[config.mk]
export PLATFORM = sky130hd
export DESIGN_NAME = mp_add_seq_flat
export DESIGN_NICKNAME = d
export VERILOG_FILES = /design/src/rtl/mp_add_pkg.sv /design/src/rtl/mp_add_seq_if.sv /design/src/rtl/mp_add_seq_word_adc.sv /design/src/rtl/mp_add_seq.sv /design/src/flat_wrapper.sv
export SDC_FILE = /design/constraint.sdc
export NUM_CORES = 1
export LEC_CHECK = 0
export CORE_UTILIZATION = 35
export DETAILED_ROUTE_END_ITERATION = 12
export DONT_BUFFER_PORTS = 1
export PLACE_DENSITY = 0.6
export SYNTH_ARGS = -nofsm -noshare
export SYNTH_HDL_FRONTEND = slang
export SYNTH_SLANG_ARGS = --single-unit
export TNS_END_PERCENT = 20
[constraint.sdc]
create_clock -name iClk -period 4.3 [get_ports iClk]
set_input_delay 0.86 -clock iClk [delete_from_list [all_inputs] [get_ports iClk]]
set_output_delay 0.86 -clock iClk [all_outputs]
set_load 0.005 [all_outputs]
[src/rtl/mp_add_pkg.sv]
// Shared constants and FSM encoding for the multi-precision word-serial adder.
package mp_add_pkg;

  localparam int DEF_W     = 32;
  localparam int DEF_WORDS = 32;

  typedef enum logic [1:0] {
    IDLE  = 2'd0,
    RUN   = 2'd1,
    DRAIN = 2'd2,
    DONE  = 2'd3
  } state_e;

endpackage

[src/rtl/mp_add_seq_if.sv]
// Operand read port, result write port and control/status of mp_add_seq.
interface mp_add_seq_if
  import mp_add_pkg::*;
#(
  parameter int W  = DEF_W,
  parameter int AW = $clog2(DEF_WORDS)
);

  logic          iStart;
  logic          iSub;
  logic          iAbort;
  logic          oRdEn;
  logic [AW-1:0] oRdAddr;
  logic [W-1:0]  iA;
  logic [W-1:0]  iB;
  logic          oWrEn;
  logic [AW-1:0] oWrAddr;
  logic [W-1:0]  oWrData;
  logic          oBusy;
  logic          oDone;
  logic          oCarry;

  modport slave (
    input  iStart, iSub, iAbort, iA, iB,
    output oRdEn, oRdAddr, oWrEn, oWrAddr, oWrData, oBusy, oDone, oCarry
  );

  modport master (
    output iStart, iSub, iAbort, iA, iB,
    input  oRdEn, oRdAddr, oWrEn, oWrAddr, oWrData, oBusy, oDone, oCarry
  );

endinterface

[src/rtl/mp_add_seq_word_adc.sv]
// One W-bit slice of the ripple: a + (inv_b ? ~b : b) + cin.
module word_adc #(
  parameter int W = 32
) (
  input  logic [W-1:0] a,
  input  logic [W-1:0] b,
  input  logic         cin,
  input  logic         inv_b,
  output logic [W-1:0] sum,
  output logic         cout
);

  logic [W-1:0] b_eff;

  assign b_eff       = inv_b ? ~b : b;
  assign {cout, sum} = {1'b0, a} + {1'b0, b_eff} + {{W{1'b0}}, cin};

endmodule

[src/rtl/mp_add_seq.sv]
// Word-serial multi-precision add/subtract: streams WORDS operand words LSW
// first, writes one result word per cycle, carry chained through a flop.
module mp_add_seq
  import mp_add_pkg::*;
#(
  parameter int W     = DEF_W,
  parameter int WORDS = DEF_WORDS,
  parameter int AW    = $clog2(WORDS)
) (
  input  logic        iClk,
  input  logic        iRst_n,
  mp_add_seq_if.slave bus
);

  localparam logic [AW-1:0] LAST = AW'(WORDS - 1);

  state_e        state_q, state_d;
  logic          sub_q, sub_d;
  logic          carry_q, carry_d;
  logic          rd_vld_q, rd_vld_d;
  logic [AW-1:0] rd_idx_q, rd_idx_d;

  logic          rd_en_q, rd_en_d;
  logic [AW-1:0] rd_addr_q, rd_addr_d;
  logic          wr_en_q, wr_en_d;
  logic [AW-1:0] wr_addr_q, wr_addr_d;
  logic [W-1:0]  wr_data_q, wr_data_d;
  logic          busy_q, busy_d;
  logic          done_q, done_d;
  logic          cout_q, cout_d;

  logic [W-1:0]  sum_w;
  logic          sum_c;

  word_adc #(.W(W)) u_adc (
    .a     (bus.iA),
    .b     (bus.iB),
    .cin   (carry_q),
    .inv_b (sub_q),
    .sum   (sum_w),
    .cout  (sum_c)
  );

  always_comb begin
    state_d   = state_q;
    sub_d     = sub_q;
    carry_d   = carry_q;
    rd_vld_d  = rd_en_q;
    rd_idx_d  = rd_addr_q;
    rd_en_d   = rd_en_q;
    rd_addr_d = rd_addr_q;
    wr_en_d   = 1'b0;
    wr_addr_d = wr_addr_q;
    wr_data_d = wr_data_q;
    busy_d    = busy_q;
    done_d    = 1'b0;
    cout_d    = cout_q;

    // Operand data lags its read strobe by one cycle, so rd_vld/rd_idx
    // mark which word is on iA/iB right now.
    if ((state_q == RUN || state_q == DRAIN) && rd_vld_q) begin
      wr_en_d   = 1'b1;
      wr_addr_d = rd_idx_q;
      wr_data_d = sum_w;
      carry_d   = sum_c;
    end

    case (state_q)
      IDLE: begin
        if (bus.iStart) begin
          state_d   = RUN;
          sub_d     = bus.iSub;
          carry_d   = bus.iSub;
          busy_d    = 1'b1;
          rd_en_d   = 1'b1;
          rd_addr_d = '0;
        end
      end
      RUN: begin
        if (rd_addr_q == LAST) begin
          rd_en_d = 1'b0;
          state_d = DRAIN;
        end else begin
          rd_addr_d = rd_addr_q + AW'(1);
        end
      end
      DRAIN: begin
        state_d = DONE;
        done_d  = 1'b1;
        cout_d  = sum_c;
      end
      DONE: begin
        state_d = IDLE;
        busy_d  = 1'b0;
      end
      default: state_d = IDLE;
    endcase

    // Abort wins over the final write/done of the same cycle.
    if (bus.iAbort && (state_q == RUN || state_q == DRAIN)) begin
      state_d   = IDLE;
      carry_d   = 1'b0;
      rd_vld_d  = 1'b0;
      rd_en_d   = 1'b0;
      wr_en_d   = 1'b0;
      wr_addr_d = wr_addr_q;
      wr_data_d = wr_data_q;
      busy_d    = 1'b0;
      done_d    = 1'b0;
      cout_d    = cout_q;
    end
  end

  always_ff @(posedge iClk or negedge iRst_n) begin
    if (!iRst_n) begin
      state_q   <= IDLE;
      sub_q     <= 1'b0;
      carry_q   <= 1'b0;
      rd_vld_q  <= 1'b0;
      rd_idx_q  <= '0;
      rd_en_q   <= 1'b0;
      rd_addr_q <= '0;
      wr_en_q   <= 1'b0;
      wr_addr_q <= '0;
      wr_data_q <= '0;
      busy_q    <= 1'b0;
      done_q    <= 1'b0;
      cout_q    <= 1'b0;
    end else begin
      state_q   <= state_d;
      sub_q     <= sub_d;
      carry_q   <= carry_d;
      rd_vld_q  <= rd_vld_d;
      rd_idx_q  <= rd_idx_d;
      rd_en_q   <= rd_en_d;
      rd_addr_q <= rd_addr_d;
      wr_en_q   <= wr_en_d;
      wr_addr_q <= wr_addr_d;
      wr_data_q <= wr_data_d;
      busy_q    <= busy_d;
      done_q    <= done_d;
      cout_q    <= cout_d;
    end
  end

  assign bus.oRdEn   = rd_en_q;
  assign bus.oRdAddr = rd_addr_q;
  assign bus.oWrEn   = wr_en_q;
  assign bus.oWrAddr = wr_addr_q;
  assign bus.oWrData = wr_data_q;
  assign bus.oBusy   = busy_q;
  assign bus.oDone   = done_q;
  assign bus.oCarry  = cout_q;

endmodule

[src/flat_wrapper.sv]
// flat-port wrapper written by rule: the top's interface ports become plain ports
module mp_add_seq_flat import mp_add_pkg::*;
#(
  parameter int W     = DEF_W,
  parameter int WORDS = DEF_WORDS,
  parameter int AW    = $clog2(WORDS)
)
  (iClk, iRst_n, bus_iStart, bus_iSub, bus_iAbort, bus_iA, bus_iB, bus_oRdEn, bus_oRdAddr, bus_oWrEn, bus_oWrAddr, bus_oWrData, bus_oBusy, bus_oDone, bus_oCarry);
  mp_add_seq_if #(.W(W), .AW(AW)) bus_i ();
  input  logic iClk;
  input  logic iRst_n;
  input wire logic [$bits(bus_i.iStart)-1:0] bus_iStart;
  input wire logic [$bits(bus_i.iSub)-1:0] bus_iSub;
  input wire logic [$bits(bus_i.iAbort)-1:0] bus_iAbort;
  input wire logic [$bits(bus_i.iA)-1:0] bus_iA;
  input wire logic [$bits(bus_i.iB)-1:0] bus_iB;
  output wire logic [$bits(bus_i.oRdEn)-1:0] bus_oRdEn;
  output wire logic [$bits(bus_i.oRdAddr)-1:0] bus_oRdAddr;
  output wire logic [$bits(bus_i.oWrEn)-1:0] bus_oWrEn;
  output wire logic [$bits(bus_i.oWrAddr)-1:0] bus_oWrAddr;
  output wire logic [$bits(bus_i.oWrData)-1:0] bus_oWrData;
  output wire logic [$bits(bus_i.oBusy)-1:0] bus_oBusy;
  output wire logic [$bits(bus_i.oDone)-1:0] bus_oDone;
  output wire logic [$bits(bus_i.oCarry)-1:0] bus_oCarry;
  assign bus_i.iStart = bus_iStart;
  assign bus_i.iSub = bus_iSub;
  assign bus_i.iAbort = bus_iAbort;
  assign bus_i.iA = bus_iA;
  assign bus_i.iB = bus_iB;
  assign bus_oRdEn = bus_i.oRdEn;
  assign bus_oRdAddr = bus_i.oRdAddr;
  assign bus_oWrEn = bus_i.oWrEn;
  assign bus_oWrAddr = bus_i.oWrAddr;
  assign bus_oWrData = bus_i.oWrData;
  assign bus_oBusy = bus_i.oBusy;
  assign bus_oDone = bus_i.oDone;
  assign bus_oCarry = bus_i.oCarry;
  mp_add_seq #(.W(W), .WORDS(WORDS), .AW(AW)) u_core (.iClk(iClk), .iRst_n(iRst_n), .bus(bus_i));
endmodule
==> results of run 1 <==
-- area by class of cell --
class | count | area [sq um]
fillers | 1212 | 7292
clock inverters | 4 | 28.78
multi-input cells | 407 | 2701
inverters | 15 | 56.30
repair buffers | 2 | 15.01
well taps | 147 | 183.9
clock buffers | 12 | 256.5
flip-flops and latches | 57 | 1428
-- synthesized netlist by cell type (4+ instances only) --
master,number
a21o_1,18
a21oi_1,45
a22oi_1,4
and3_1,4
buf_2,4
clkbuf_1,16
dfrtp_1,57
ha_1,37
inv_1,14
nand2_1,83
nand2b_1,4
nand3_1,9
nand4_1,4
nor2_1,20
nor2b_1,4
nor3_1,10
o211ai_1,4
o21a_1,8
o21ai_0,46
xnor2_1,15
xor2_1,42
-- cell usage in the layout (no fill, tap or decap), types with 3 or more instances in the layout --
cell	instances
o21bai_1	3
nor3_1	10
inv_1	14
dfrtp_1	56
nand2b_1	4
nor2b_1	4
a21oi_1	45
ha_1	37
clkbuf_16	9
o211ai_1	4
a211oi_1	3
a22oi_1	4
xor2_1	42
nand4_1	4
mux2i_1	3
a31oi_1	3
o2111ai_1	3
nor2_1	20
o21ai_0	46
xnor2_1	15
a21o_1	18
and3_1	4
o21a_1	8
nand3_1	9
nand2_1	83
o31ai_1	3
-- final timing paths --
path	end	depth (start not counted)
min in group iClk	u_core.bus.oWrAddr[3]	2
max in group asynchronous	u_core.bus.oWrData[8]	0
setup / recovery	u_core.bus.oWrData[29]	11
hold / removal	u_core.bus.oWrData[15]	0
hold reg to reg	u_core.bus.oWrAddr[3]	2
setup reg to reg	u_core.bus.oWrData[29]	11
-- critical path: stages (launching register included) --
cell and delay, ns:
dfrtp_2 0.52, buf_4 0.41, xor2_1 0.13, ha_1 0.44, nand2_1 0.16, o21ai_1 0.22
nor2_1 0.10, a2111oi_1 0.53, o2111ai_1 0.26, a21oi_1 0.23, nor3_1 0.07, o31ai_1 0.23
-- through the flow --
step | std cells | power (mW) | instance area [sq um] | setup slack [ns]
after CTS | 644 | 3.819 | 4669 | 0.8417
final | 644 | 3.774 | 4669 | 0.8764
after detailed placement | 628 | 3.112 | 4384 | 0.7578
after global routing | 644 | 4.138 | 4669 | 0.4785
after floorplan | 502 | 2.648 | 4275 | 1.063
after global placement | 628 | 3.069 | 4384 | 0.8354
-- layer usage --
layer  vias up  share of wire  global-route usage
met5         -              0                   0
met1      1681           0.43              0.2064
met4         0          0.015             0.06133
met3        13          0.093             0.08423
li1       1748              -                   -
met2       113           0.46              0.2849
-- sequential cells by signal, summed over array words and instances (netlist names) --
name and count:
u_core.bus.oWrData 32, u_core.bus.oRdAddr 5, u_core.bus.oWrAddr 5, u_core.rd_idx_q 5
u_core.state_q 2, u_core.bus.oBusy 1, u_core.bus.oCarry 1, u_core.bus.oDone 1
u_core.bus.oRdEn 1, u_core.bus.oWrEn 1, u_core.carry_q 1, u_core.rd_vld_q 1
u_core.sub_q 1
-- cells by family (layout without fill, tap and decap cells) --
logic type | after synthesis | after routing | synth area share
AO/OA/AOI/OAI | 156 | 156 | 0.2280
AND/OR/NAND/NOR | 150 | 150 | 0.1572
XOR/XNOR | 57 | 57 | 0.1168
flip-flops | 57 | 57 | 0.3336
adder cells (fa/ha/maj) | 39 | 39 | 0.1176
buffers and inverters | 38 | 33 | 0.03453
multiplexers | 5 | 5 | 0.01229
-- power by group --
group          internal [mW]  switching, mW
clock                  0.421          0.261
combinational          0.875           1.23
sequential             0.766          0.219
==> results.txt, run 1 <==
clock sink total -> 57
Setup CP Type -> flip-flop to flip-flop
Synth area leaders -> dfrtp_1, ha_1, xor2_1
diode count -> 0
Seq/Total Area, Yosys -> 0.3336
Syn-to-layout area delta -> 9.219%
syn nets -> 610
CTS Root Cell -> clkbuf_16
Slew @ Worst Pin -> 0.6107 ns
Placer Congestion -> 0.8282
IO Count -> 116
syn avg cell area -> 8.517 sq um
share of the synthesized area in the top cell type -> 0.3336
Total Wirelength -> 10540 microns
Crit. End Element -> flip-flop
Post-CTS Hold Buffers -> 0
fin crit period -> 3.424 ns
Die Y -> 112.5 microns
input/output buffers -> 0
Synth Flop Type -> dfrtp_1
CP startpoint -> u_core.sub_q
Reg clk slew, reported paths -> 0.05 ns
Synth async-reset ratio -> 1.000
DP HPWL -> 8225 microns
Synth Register Bits -> 57
vias in the first global route -> 3472
relative slew slack -> 0.5928
setup violators final -> 0
Routed WL per cell -> 16.36 microns
Crit path required time -> 4.54 ns
CTS resizes -> 0
EDFF count, synth -> 0
reg-to-reg setup timing slack -> 0.88 ns
fin crit share -> 0.7962
antenna violations before repair -> 0
critical path arrival -> 3.67 ns
core box area -> 0.01196 sq mm
distinct cell type count after synthesis -> 53
Max-Cap Viols -> 0
Clock Latency Late Sink -> 0.34 ns
final setup TNS -> 0 ns
Post-Syn Instances -> 502
CTS tree -> built
CTS Buf Count -> 9
share of layout cells above drive strength 1 -> 0.05634
CTS Buffer Depth -> 2
Final ANT Viol Nets -> 0
largest net degree at the start of global routing -> 69
first-pass GRT wire length -> 17430 microns
Pleak -> 2.209 nW
H-tree depth -> 3
global route total overflow -> 0
Ys Warns -> 0
die area -> 0.01266 sq mm
DRC errors left -> 0
fmax -> 292.1 MHz
Post-Syn Area -> 0.004275 sq mm
via count -> 3555
Initial Util -> 0.3574
Final Max Tran Viols -> 0
Setup Skew -> 0.005241 ns
Post-Route Utilization -> 0.3904
worst vdd ir -> 0.3327 mV
RSZ-0062 raised after global routing -> no
Die X -> 112.5 microns
GRT Overall Usage -> 0.1770
PwrDens -> 808.2 mW/mm^2
Critical R2R Launch -> u_core.sub_q
initial DRC count -> 144
via-per-instance ratio -> 5.520
CP Launch Type -> flip-flop
post-CTS setup buffers -> 0
worst hold path class -> input port to asynchronous set/reset pin
hold_ws -> 0.2139 ns
worst-path fanout max -> 24
outcome -> complete, no violations
Initial DRT Pass Iterations -> 4
area leader, netlist -> dfrtp_1
NumNets Final -> 600
Site Rows -> 40
Final Hold Viols -> 0
No activity file was read; power rests on OpenSTA's default activity.
==> inputs of run 2 (changes only) <==
Settings changed: PLACE_DENSITY 0.6 to 0.62.
Clock period 4.3 ns to 2.9 ns, I/O delays scaled along.
==> results.txt, run 2 (synthesis results as in run 1) <==
first-pass GRT wire length -> 18460 microns
Initial Util -> 0.3574
IO Count -> 116
Reg clk slew, reported paths -> 0.06 ns
largest net degree at the start of global routing -> 58
relative slew slack -> 0.5451
max reg flops -> 32
Initial DRT Pass Iterations -> 4
worst vdd ir -> 0.4826 mV
Critical R2R Launch -> u_core.sub_q
Clock Latency Late Sink -> 0.34 ns
CTS tree -> built
failing checks -> negative setup slack
Crit path required time -> 3.13 ns
R2R Path End -> u_core.bus.oWrData[29]
CP cell instances -> buf_12 > xor2_1 > ha_1 > nand2_1 > nor2_2 > o211ai_1 > buf_4 > a2111oi_2 > buf_4 > o2111ai_2 > a21oi_2 > nor3_1 > o31ai_1
Crit. End Element -> flip-flop
outcome -> finished with violations
Post-Route Utilization -> 0.4394
initial DRC count -> 205
H-tree depth -> 3
crit-path max cell delay -> 0.44 ns
antenna violations before repair -> 0
worst-path fanout max -> 12
Critical path buffers and inverters -> 3
critical path arrival -> 3.20 ns
Setup Skew -> 0.004876 ns
DP HPWL -> 8779 microns
Site Rows -> 40
PnR worst setup slack -> -0.06739 ns
Syn-to-layout area delta -> 22.94%
CTS Buf Count -> 9
GRT Overall Usage -> 0.1872
DRC errors left -> 0
Total Wirelength -> 11400 microns
via count -> 3762
diode count -> 0
core box area -> 0.01196 sq mm
worst hold path class -> input port to asynchronous set/reset pin
Die X -> 112.5 microns
fin crit period -> 2.967 ns
R2R depth -> 13
fin crit share -> 1.023
final setup TNS -> -0.1767 ns
placed cells -> 680
delay-heaviest family, CP -> compound AO/OA/AOI/OAI gates
Final Max Tran Viols -> 0
Overall Power -> 6.451 mW
CTS Buffer Depth -> 2
reg-to-reg setup timing slack -> -0.07 ns
most common cell after layout, fill and taps aside -> nand2_1
via-per-instance ratio -> 5.374
global route total overflow -> 0
clock sink total -> 57
Final Hold Viols -> 0
CP Launch Type -> flip-flop
Final ANT Viol Nets -> 0
fmax -> 337.0 MHz
CTS Root Cell -> clkbuf_16
Place WS -> -0.1870 ns
Non-Filler Instances -> 700
Routed WL per cell -> 16.28 microns
PwrDens -> 1227 mW/mm^2
Slew @ Worst Pin -> 0.6778 ns
input/output buffers -> 0
Placer Congestion -> 0.8824
vias in the first global route -> 3798
Pleak -> 2.524 nW
Max-Cap Viols -> 0
RSZ-0062 raised after global routing -> yes
Setup CP Type -> flip-flop to flip-flop
die area -> 0.01266 sq mm
Worst path slowest cell -> dfrtp_2
most used cell, CP -> buf_4
NumNets Final -> 656
Die Y -> 112.5 microns
setup violators final -> 4
share of layout cells above drive strength 1 -> 0.1844
most frequent cells in the layout -> nand2_1, dfrtp_1, buf_4
-- run 2: cell types whose count changed in the layout (fill, tap and decap cells not counted), sizes merged --
cell	before	now
clkinvlp	2	1
bufinv	0	1
buf	2	58
clkinv	3	4
clkbuf	12	11
-- run 2: per-layer routing --
metal / up-vias / GRT usage / share of wire
met2: 117 / 0.3255 / 0.49
met4: 0 / 0.05778 / 0.011
li1: 1866 / - / -
met1: 1765 / 0.2097 / 0.41
met3: 14 / 0.07559 / 0.086
met5: - / 0 / 0
-- run 2: layout make-up --
cell class              instances  area (sq um)
fillers                      1158          6705
multi-input cells             407          2814
flip-flops and latches         57          1428
repair buffers                 58         475.5
clock buffers                  11         242.7
well taps                     147         183.9
clock inverters                 5         56.30
inverters                      15         56.30
-- run 2: how the worst max path moves through the flow --
stage / from / endpoint / depth (start not counted)
finish: u_core.sub_q / u_core.bus.oWrData[29] / 13
CTS: u_core.sub_q / u_core.bus.oWrData[29] / 12
detailed placement: bus_iB[0] / u_core.bus.oWrData[30] / 12
global route: u_core.sub_q / u_core.bus.oCarry / 11
global placement: bus_iB[0] / u_core.bus.oWrData[30] / 12
floorplan: bus_iB[0] / u_core.bus.oWrData[24] / 12
-- run 2: worst reg2reg max path: stages, from the launching register on --
cell and delay, ns:
dfrtp_2 0.44, buf_12 0.16, xor2_1 0.17, ha_1 0.35, nand2_1 0.15, nor2_2 0.16, o211ai_1 0.09, buf_4 0.16
a2111oi_2 0.31, buf_4 0.18, o2111ai_2 0.16, a21oi_2 0.19, nor3_1 0.06, o31ai_1 0.27
-- run 2: where the power goes --
| part | internal [mW] | leakage [nW] | switching, mW |
|---|---|---|---|
| clock | 0.686 | 0.145 | 0.395 |
| combinational | 1.81 | 1.65 | 2.11 |
| sequential | 1.13 | 0.730 | 0.311 |
| total | 3.63 | 2.52 | 2.82 |
-- run 2: repair_timing --
item	in CTS	in global routing
gates resized for setup	9	22
setup endpoints to repair	7	13
hold endpoints to repair	57	0
gates cloned	0	0
buffers inserted	1	2
hold buffers	1	0
pin swaps	2	4
-- run 2: per-stage QoR --
step / area [sq um] / hold slack, ns
global route: 5256 / 0.1264
CTS: 5164 / 0.1132
detailed placement: 4800 / 0.2858
floorplan: 4302 / 0.2844
global placement: 4800 / 0.2857
finish: 5256 / 0.09862
